## config.mk

```make
export PLATFORM = sky130hd
export DESIGN_NAME = outport_uart_tx
export DESIGN_NICKNAME = d
export VERILOG_FILES = /design/src/rtl/outport_uart_pkg.sv /design/src/rtl/outport_uart_tx_sync_fifo.sv /design/src/rtl/outport_uart_tx.sv
export SDC_FILE = /design/constraint.sdc
export NUM_CORES = 1
export LEC_CHECK = 0
export CELL_PAD_IN_SITES_DETAIL_PLACEMENT = 1
export CELL_PAD_IN_SITES_GLOBAL_PLACEMENT = 1
export CORE_MARGIN = 1
export CORE_UTILIZATION = 55
export CTS_CLUSTER_DIAMETER = 50
export DETAILED_ROUTE_END_ITERATION = 10
export PLACE_DENSITY = 0.86
export SLEW_MARGIN = 20
export SYNTH_ARGS = -nofsm -noshare
export SYNTH_HDL_FRONTEND = slang
export SYNTH_SLANG_ARGS = --single-unit
export TNS_END_PERCENT = 30
```

## constraint.sdc

```tcl
create_clock -name clk -period 4.7 [get_ports clk]
set_clock_uncertainty 0.1 [all_clocks]
set_input_delay 1.175 -clock clk [delete_from_list [all_inputs] [get_ports clk]]
set_output_delay 1.175 -clock clk [all_outputs]
set_load 0.005 [all_outputs]
```

## src/rtl/outport_uart_pkg.sv

```systemverilog
// Shared constants and FSM encoding for the out-port UART transmitter.
package outport_uart_pkg;

   localparam int unsigned BITS_PER_BYTE   = 8;
   localparam int unsigned BYTES_PER_WORD  = 4;
   localparam int unsigned CLK_DIV_DEFAULT = 434;

   typedef enum logic [1:0] {
      ST_IDLE  = 2'd0,
      ST_START = 2'd1,
      ST_DATA  = 2'd2,
      ST_STOP  = 2'd3
   } tx_state_e;

endpackage

```

## src/rtl/outport_uart_tx_sync_fifo.sv

```systemverilog
// Small synchronous FIFO; pushes when full and pops when empty are ignored.
module sync_fifo #(
   parameter int unsigned DATA_WIDTH = 32,
   parameter int unsigned FIFO_DEPTH = 4
) (
   input  logic                        clk,
   input  logic                        reset,
   input  logic                        push_i,
   input  logic [DATA_WIDTH-1:0]       data_i,
   input  logic                        pop_i,
   output logic [DATA_WIDTH-1:0]       data_o,
   output logic                        full_o,
   output logic                        empty_o,
   output logic [$clog2(FIFO_DEPTH):0] count_o
);

   localparam int unsigned AW = $clog2(FIFO_DEPTH);
   localparam int unsigned CW = AW + 1;

   logic [DATA_WIDTH-1:0] mem_q [FIFO_DEPTH];
   logic [AW-1:0]         wr_ptr_q, rd_ptr_q;
   logic [CW-1:0]         count_q;
   logic                  push_ok, pop_ok;

   assign full_o  = (count_q == CW'(FIFO_DEPTH));
   assign empty_o = (count_q == '0);
   assign count_o = count_q;
   assign data_o  = mem_q[rd_ptr_q];
   assign push_ok = push_i && !full_o;
   assign pop_ok  = pop_i && !empty_o;

   // Storage array; contents need no reset because count gates visibility.
   always_ff @(posedge clk) begin
      if (push_ok) begin
         mem_q[wr_ptr_q] <= data_i;
      end
   end

   // Pointers and occupancy.
   always_ff @(posedge clk or negedge reset) begin
      if (!reset) begin
         wr_ptr_q <= '0;
         rd_ptr_q <= '0;
         count_q  <= '0;
      end else begin
         if (push_ok) wr_ptr_q <= wr_ptr_q + AW'(1);
         if (pop_ok)  rd_ptr_q <= rd_ptr_q + AW'(1);
         unique case ({push_ok, pop_ok})
            2'b10:   count_q <= count_q + CW'(1);
            2'b01:   count_q <= count_q - CW'(1);
            default: count_q <= count_q;
         endcase
      end
   end

endmodule

```

## src/rtl/outport_uart_tx.sv

```systemverilog
// Out-port consumer: buffers 32-bit words and sends each as four 8N1 bytes, byte 0 first.
module outport_uart_tx
   import outport_uart_pkg::*;
#(
   parameter int unsigned CLK_DIV    = CLK_DIV_DEFAULT,
   parameter int unsigned FIFO_DEPTH = 4,
   parameter int unsigned DATA_WIDTH = 32
) (
   input  logic                  clk,
   input  logic                  reset,
   input  logic                  wr_en,
   input  logic [DATA_WIDTH-1:0] wr_data,
   output logic                  full,
   output logic                  busy,
   output logic                  overflow,
   output logic                  tx
);

   localparam int unsigned BAUD_W = $clog2(CLK_DIV);
   localparam int unsigned BIT_W  = $clog2(BITS_PER_BYTE);
   localparam int unsigned BYTE_W = $clog2(BYTES_PER_WORD);
   localparam int unsigned CNT_W  = $clog2(FIFO_DEPTH) + 1;
   localparam logic [BAUD_W-1:0] BAUD_RELOAD = BAUD_W'(CLK_DIV - 1);

   tx_state_e             state_q;
   logic [BAUD_W-1:0]     baud_q;
   logic [BIT_W-1:0]      bit_idx_q;
   logic [BYTE_W-1:0]     byte_idx_q;
   logic [DATA_WIDTH-1:0] shift_q;
   logic                  tx_q;
   logic                  overflow_q;

   logic [DATA_WIDTH-1:0] fifo_data;
   logic                  fifo_full, fifo_empty;
   logic [CNT_W-1:0]      fifo_count;
   logic                  fifo_pop, baud_zero, last_byte, last_bit, line_bit;

   sync_fifo #(
      .DATA_WIDTH(DATA_WIDTH),
      .FIFO_DEPTH(FIFO_DEPTH)
   ) u_fifo (
      .clk    (clk),
      .reset  (reset),
      .push_i (wr_en),
      .data_i (wr_data),
      .pop_i  (fifo_pop),
      .data_o (fifo_data),
      .full_o (fifo_full),
      .empty_o(fifo_empty),
      .count_o(fifo_count)
   );

   assign baud_zero = (baud_q == '0);
   assign last_byte = (byte_idx_q == BYTE_W'(BYTES_PER_WORD - 1));
   assign last_bit  = (bit_idx_q == BIT_W'(BITS_PER_BYTE - 1));

   // Pop from IDLE, or back-to-back at the end of the last stop bit of a word.
   assign fifo_pop = !fifo_empty &&
                     ((state_q == ST_IDLE) ||
                      (state_q == ST_STOP && baud_zero && last_byte));

   assign full     = fifo_full;
   assign busy     = (state_q != ST_IDLE) || (fifo_count != '0);
   assign overflow = overflow_q;
   assign tx       = tx_q;

   // Line level implied by the current state; registered into tx_q.
   always_comb begin
      line_bit = 1'b1;
      unique case (state_q)
         ST_START: line_bit = 1'b0;
         ST_DATA:  line_bit = shift_q[0];
         default:  line_bit = 1'b1;
      endcase
   end

   // Frame sequencer: baud timing, bit/byte counters and the word shifter.
   always_ff @(posedge clk or negedge reset) begin
      if (!reset) begin
         state_q    <= ST_IDLE;
         baud_q     <= '0;
         bit_idx_q  <= '0;
         byte_idx_q <= '0;
         shift_q    <= '0;
         tx_q       <= 1'b1;
      end else begin
         tx_q <= line_bit;
         unique case (state_q)
            ST_IDLE: begin
               if (fifo_pop) begin
                  shift_q    <= fifo_data;
                  byte_idx_q <= '0;
                  baud_q     <= BAUD_RELOAD;
                  state_q    <= ST_START;
               end
            end
            ST_START: begin
               if (baud_zero) begin
                  baud_q    <= BAUD_RELOAD;
                  bit_idx_q <= '0;
                  state_q   <= ST_DATA;
               end else begin
                  baud_q <= baud_q - BAUD_W'(1);
               end
            end
            ST_DATA: begin
               if (baud_zero) begin
                  baud_q  <= BAUD_RELOAD;
                  shift_q <= {1'b0, shift_q[DATA_WIDTH-1:1]};
                  if (last_bit) begin
                     state_q <= ST_STOP;
                  end else begin
                     bit_idx_q <= bit_idx_q + BIT_W'(1);
                  end
               end else begin
                  baud_q <= baud_q - BAUD_W'(1);
               end
            end
            ST_STOP: begin
               if (baud_zero) begin
                  baud_q <= BAUD_RELOAD;
                  if (!last_byte) begin
                     byte_idx_q <= byte_idx_q + BYTE_W'(1);
                     state_q    <= ST_START;
                  end else if (fifo_pop) begin
                     shift_q    <= fifo_data;
                     byte_idx_q <= '0;
                     state_q    <= ST_START;
                  end else begin
                     state_q <= ST_IDLE;
                  end
               end else begin
                  baud_q <= baud_q - BAUD_W'(1);
               end
            end
         endcase
      end
   end

   // Sticky record of any push attempted while the FIFO was full.
   always_ff @(posedge clk or negedge reset) begin
      if (!reset) begin
         overflow_q <= 1'b0;
      end else if (wr_en && fifo_full) begin
         overflow_q <= 1'b1;
      end
   end

endmodule

```

==> results of run 1 <==
[power by group through the flow]
stage          combinational [mW]  sequential (mW)  clock [mW]
2_1_floorplan                1.27             2.35           0
3_3_place_gp                 1.58             2.37           0
6_report                     1.67             2.39        1.32
5_1_grt                      1.82             2.43        1.40
3_5_place_dp                 1.67             2.42           0
4_1_cts                      1.70             2.39        1.35
[routing by layer]
layer | track usage [%] | up-vias | part of all wire (%)
li1 | - | 1798 | -
met1 | 29.53 | 2111 | 41
met2 | 40.90 | 70 | 53
met3 | 6.226 | 30 | 2.9
met4 | 9.573 | 0 | 2.3
met5 | 0 | - | 0
[logic make-up (layout without fill, tap and decap cells)]
| group | Yosys count | count (layout) | share of synthesized area [%] |
|---|---|---|---|
| AND/OR/NAND/NOR | 59 | 59 | 4.057 |
| flip-flops | 185 | 185 | 70.33 |
| multiplexers | 35 | 35 | 10.05 |
| buffers and inverters | 31 | 90 | 1.953 |
| adder cells (fa/ha/maj) | 15 | 15 | 2.604 |
| XOR/XNOR | 7 | 7 | 0.8180 |
| AO/OA/AOI/OAI | 101 | 101 | 10.18 |
[worst max-delay path, stage by stage (launching register included)]
cell and delay (ns):
sky130_fd_sc_hd__dfrtp_1 0.42, sky130_fd_sc_hd__inv_1 0.09, sky130_fd_sc_hd__ha_1 0.29, sky130_fd_sc_hd__and2_1 0.25, sky130_fd_sc_hd__inv_1 0.23, sky130_fd_sc_hd__clkdlybuf4s50_1 0.55
[state kept, by name, indices dropped and copies added, names as in the netlist]
signal / flops
overflow: 1
u_fifo.mem_q: 128
byte_idx_q: 2
bit_idx_q: 3
u_fifo.rd_ptr_q: 2
tx: 1
u_fifo.count_o: 3
state_q: 2
u_fifo.wr_ptr_q: 2
baud_q: 9
shift_q: 32
[how the worst min path moves through the flow]
stage,startpoint,cells past startpoint,end
2_1_floorplan,overflow$_DFFE_PN0P_,1,overflow$_DFFE_PN0P_
3_3_place_gp,overflow$_DFFE_PN0P_,1,overflow$_DFFE_PN0P_
3_5_place_dp,overflow$_DFFE_PN0P_,1,overflow$_DFFE_PN0P_
4_1_cts,overflow$_DFFE_PN0P_,1,overflow$_DFFE_PN0P_
5_1_grt,overflow$_DFFE_PN0P_,1,overflow$_DFFE_PN0P_
6_report,overflow$_DFFE_PN0P_,1,overflow$_DFFE_PN0P_
[cell usage after synthesis, types with 4 or more instances]
| cell type | number | area (um2) |
|---|---|---|
| sky130_fd_sc_hd__o21a_1 | 30 | 225.2 |
| sky130_fd_sc_hd__ha_1 | 14 | 175.2 |
| sky130_fd_sc_hd__nand2_1 | 18 | 67.56 |
| sky130_fd_sc_hd__dfrtp_1 | 56 | 1401 |
| sky130_fd_sc_hd__o31ai_1 | 4 | 30.03 |
| sky130_fd_sc_hd__nor3_1 | 8 | 40.04 |
| sky130_fd_sc_hd__buf_6 | 4 | 45.04 |
| sky130_fd_sc_hd__a21oi_1 | 8 | 40.04 |
| sky130_fd_sc_hd__o21ai_0 | 12 | 60.06 |
| sky130_fd_sc_hd__mux4_2 | 32 | 720.7 |
| sky130_fd_sc_hd__xnor2_1 | 5 | 43.79 |
| sky130_fd_sc_hd__nor2_1 | 12 | 45.04 |
| sky130_fd_sc_hd__clkbuf_1 | 13 | 48.80 |
| sky130_fd_sc_hd__o22a_1 | 30 | 262.8 |
| sky130_fd_sc_hd__inv_1 | 11 | 41.29 |
| sky130_fd_sc_hd__edfxtp_1 | 128 | 3844 |
| sky130_fd_sc_hd__and2_1 | 5 | 31.28 |
[cell type report]
cell class | count | area, um2
flip-flops and latches | 185 | 5273
fillers | 1162 | 4641
multi-input cells | 217 | 2086
repair buffers | 47 | 442.9
clock buffers | 21 | 440.4
well taps | 176 | 220.2
clock inverters | 11 | 98.84
inverters | 11 | 41.29
==> reports/metrics.cfg, run 1 <==
[run_status]
status=completed

[place]
place_inst=636
detailed_place_hpwl_um=9233
postPlaceCellArea_um2=8060
port_buffers=38
dp_slack_ns=1.358
routabilityCongestion=0.7921

[routing]
drc=0
drt-wirelength-per-cell_um=22.87
drtPass1Iterations=4
postRouteWirelength_um=15280
antenna_left=0
drt_first_iter_violations=218
routed_vias=4009
route.detailed.vias_per_inst=6.001

[power_and_ir_drop]
switching_share_pct=31.52
seqPwrFrac_pct=44.5
p_int_mw=3.685
leakagePower_nw=2.944
comb_power_share_pct=31.0
clkPwrFrac_pct=24.5
total_power_mw=5.381
power-per-cell-area_nw_per_um2=625.5
vdd.ir_drop.worst_uv=367.5
total_switching_power_mw=1.696

[worst_setup_path]
timing.reg2reg.worst_path_depth=8
crit_path_start_kind=register
crit_required_ns=3.42
critPathArrivalTime_ns=2.26
critical_path_start=state_q[0]$_DFFE_PN0P_
cp-end-kind=output port
critical_path.endpoint=busy
register_to_register_setup_slack_ns=1.43
worstReg2RegEnd=shift_q[30]$_DFFE_PN0P_
path_class=reg2out
worstPathMaxFanout=7
rr_startpoint=baud_q[0]$_DFFE_PN0P_

[global_routing]
gr-usage-all-layers_pct=24.08
wire_length_of_the_first_global_routing_pass_um=24610
grt_pass1_vias=4478
grt_max_degree=35
globalRouteOverflowTotal=0
antenna_found_initial=0

[clock_tree]
postCtsSetupRepairBufs=0
cts_made_buffers=17
ctsHtreeMaxLevel=4
postCtsHoldBufs=0
cts_max_path_buffers=2
clkTransAtPathRegs_ns=0.06
cts_repair_resizes=0
clock_latency_ns=0.44
cts_tree=done
cts.sinks=185
cts.root.buffer_cell=sky130_fd_sc_hd__clkbuf_16

[logic_synthesis]
ys_types=45
post_synth_edffs=128
synth_cells=433
synthesized_area_um2=7495
yosysSeqAreaShare_pct=70.33
synth_ff_type=sky130_fd_sc_hd__edfxtp_1
synthesis.area_per_instance_um2=17.31
synth.net_count=483
asyncSetResetFlopFracSynth_pct=30.81
ys_ff_latch=185
yosys_warning_count=0

[sta]
rsz0062_at_grt=no
slew_violations=0
layout_min_cycle_time_ns=3.539
finalSetupViolations=0
timing.setup.tns_ns=0
postLayoutSetupSlackWorst_ns=1.161
relative_slew_margins_pct=50.09
timing.hold.ws_ns=0.3544
final_min_period_over_clock_period_pct=75.29
fmax_ghz=0.2826
hold_violations=0
max_slew.worst_pin.slew_ns=0.7463

[final_layout]
n_antenna_cell=0
fraction_of_layout_cells_with_a_size_suffix_above_1_pct=16.06
design_area_um2=8602
layout_common_cells=sky130_fd_sc_hd__edfxtp_1, sky130_fd_sc_hd__dfrtp_1, sky130_fd_sc_hd__clkdlybuf4s50_1, sky130_fd_sc_hd__mux4_2
nets=529
layout.cells.most_common=sky130_fd_sc_hd__edfxtp_1
synthToLayoutAreaGrowth_pct=14.77
final_core_utilization_pct=64.96
final-instance-count-excl-fill=668

[die]
start_util_pct=56.59
fp-row-count=42
core_area_um2=13240
die-area_um2=14100
die_h_um=118.7
chipWidth_um=118.7
pin_count=39

[run]
drv.max_cap_violation_count=0

[hold_path]
hold_path_class=reg2reg

Power figures use the tool's default switching activity.
==> inputs of run 2 (changes only) <==
- CORE_UTILIZATION: 55 -> 46
- PLACE_DENSITY: 0.86 -> 0.77
- clock period: 4.7 -> 3.2 ns (I/O delays scaled with it)
==> run 2 against run 1 <==
  * Via count is 0.30% higher
  * Sequential power is 50% higher
  * Combinational power is 47% higher
  * Cell count is 6.9% higher
  * Clock-buffer cell count is 2 lower
  * Worst setup slack worse by 1.0 ns
  * Utilization is 9.6 points lower
  * First-iteration DRC count is 12% lower
  * Non-clock buffer count is 6 higher
  * Routed wire length is 0.48% lower
  * Register-to-register slack worse by 1.1 ns
  * Critical endpoint unchanged
  * Largest power group unchanged
==> reports/metrics.cfg, run 2 (synthesis results as in run 1) <==
[power_and_ir_drop]
leakagePower_nw=3.002
comb_power_share_pct=30.4
total_switching_power_mw=2.581
seqPwrFrac_pct=44.4
p_int_mw=5.498
clkPwrFrac_pct=25.2
switching_share_pct=31.94
vdd.ir_drop.worst_uv=434.4
power-per-cell-area_nw_per_um2=919.2

[sta]
finalSetupViolations=0
timing.setup.tns_ns=0
hold_violations=0
layout_min_cycle_time_ns=3.068
final_min_period_over_clock_period_pct=95.89
slew_violations=0
rsz0062_at_grt=no
relative_slew_margins_pct=56.72
fmax_ghz=0.3259
max_slew.worst_pin.slew_ns=0.6437

[routing]
drt-wirelength-per-cell_um=21.29
route.detailed.vias_per_inst=5.632
drt_first_iter_violations=191
postRouteWirelength_um=15200
antenna_left=0
drc=0
routed_vias=4021
drtPass1Iterations=4

[global_routing]
gr-usage-all-layers_pct=20.48
grt_pass1_vias=4506
antenna_found_initial=0
grt.met2_usage_pct=36.43
wire_length_of_the_first_global_routing_pass_um=24720
grt.met1_usage_pct=23.86
globalRouteOverflowTotal=0
grt_max_degree=33
gr-max-usage-layer=met2
grtUsageMet3_pct=4.748

[clock_tree]
ctsHtreeMaxLevel=4
postCtsSetupRepairBufs=0
cts_made_buffers=17
cts_max_path_buffers=2
cts.sinks=185
cts.root.buffer_cell=sky130_fd_sc_hd__clkbuf_16
clock_latency_ns=0.44
cts_tree=done
clkTransAtPathRegs_ns=0.07

[worst_setup_path]
critPathArrivalTime_ns=2.17
crit_path_start_kind=register
cp-end-kind=output port
critical_path.slowest_cell=sky130_fd_sc_hd__clkdlybuf4s50_1
crit_path_cell_trace=inv_1 -> ha_1 -> and2_2 -> inv_2 -> clkdlybuf4s50_1
worst-path-buf-inv=3
timing.reg2reg.worst_path_depth=7
worst_path_largest_cell_delay_ns=0.52
path_class=reg2out
critical_path_cell_count=5
worstPathMaxFanout=7
crit_required_ns=2.30
path_delay_family=buffers and inverters

[place]
routabilityCongestion=0.7772
place_inst=682
detailed_place_hpwl_um=9133
port_buffers=38

[run_status]
status=completed

[final_layout]
biggestRegsByFlops=u_fifo.mem_q x128, shift_q x32, baud_q x9
n_antenna_cell=0
fraction_of_layout_cells_with_a_size_suffix_above_1_pct=17.87
regMostFlops=u_fifo.mem_q
final-instance-count-excl-fill=714
largest_reg_flops=128
fillCellCount=1481
synthToLayoutAreaGrowth_pct=17.28
layout_common_cells=sky130_fd_sc_hd__edfxtp_1, sky130_fd_sc_hd__dfrtp_1, sky130_fd_sc_hd__clkdlybuf4s50_1, sky130_fd_sc_hd__mux4_2
nets=535
layout.cells.most_common=sky130_fd_sc_hd__edfxtp_1

[run]
drv.max_cap_violation_count=0

[die]
fp-row-count=46
core_area_um2=15890
pin_count=39
chipWidth_um=129.6
die_h_um=129.6
start_util_pct=47.18
die-area_um2=16810

[hold_path]
hold_path_class=in2async

-- run 2: cell count changes in the layout (fill, tap and decap cells not counted), sizes merged --
cell      before  now
buf           10   16
inv           12   16
clkinv         7    4
clkbuf        21   19
clkinvlp       2    3
-- run 2: path summary, 6_finish.rpt --
check | startpoint | to | slack [ns]
setup / recovery | state_q[0]$_DFFE_PN0P_ | busy | 0.13
hold / removal | reset | shift_q[11]$_DFFE_PN0P_ | 0.23
setup reg to reg | baud_q[0]$_DFFE_PN0P_ | u_fifo.count_o[1]$_DFFE_PN0P_ | 0.37
hold reg to reg | overflow$_DFFE_PN0P_ | overflow$_DFFE_PN0P_ | 0.37
max in group asynchronous | reset | tx$_DFF_PN1_ | 2.05
min in group clk | overflow$_DFFE_PN0P_ | overflow$_DFFE_PN0P_ | 0.37
-- run 2: power by group through the flow --
stage	logic, mW	registers, mW	clock network [mW]
global route	2.68	3.66	2.15
CTS	2.51	3.59	2.08
detailed placement	2.47	3.62	0
global placement	2.35	3.56	0
floorplan	1.86	3.45	0
finish	2.46	3.58	2.04
-- run 2: area by class of cell --
cell class | count | area [um2] | area share, %
inverter | 11 | 41.29 | 0.4698
timing repair buffer | 53 | 550.5 | 6.263
multi-input combinational | 217 | 2085 | 23.72
tap | 216 | 270.3 | 3.075
sequential | 185 | 5273 | 59.99
clock buffer | 19 | 432.9 | 4.925
clock inverter | 13 | 137.6 | 1.566
-- run 2: worst reg2reg max path, cell delays in order (launching register included) --
cell and delay, ns:
sky130_fd_sc_hd__dfrtp_1 0.42, sky130_fd_sc_hd__inv_1 0.11, sky130_fd_sc_hd__ha_1 0.16, sky130_fd_sc_hd__or4b_1 0.57, sky130_fd_sc_hd__o41ai_4 0.40, sky130_fd_sc_hd__ha_1 0.26
sky130_fd_sc_hd__fa_1 0.42, sky130_fd_sc_hd__mux2_2 0.27
-- run 2: timing repair --
item                       CTS  global route
gates resized for setup      1             1
cloned                       0             0
hold buffers                 0             0
setup endpoints to repair    1             1
-- run 2: metrics by stage --
step                utilization, %  hold slack (ns)  total power [mW]  setup WS (ns)  area [um2]
floorplan                        -           0.3510             5.312         0.4867        7495
global placement             51.73           0.3489             5.920         0.5082        8218
detailed placement           51.73           0.3614             6.095         0.4063        8218
CTS                          55.33           0.2361             8.179        0.01688        8790
global route                 55.33           0.2599             8.492        0.04126        8790
finish                       55.33           0.2330             8.079         0.1316        8790
-- run 2: metal layers --
layer | vias to the layer above | share of wire, %
met5 | - | 0
met4 | 0 | 2.3
met3 | 24 | 3.3
met2 | 69 | 54
met1 | 2111 | 40
li1 | 1817 | -
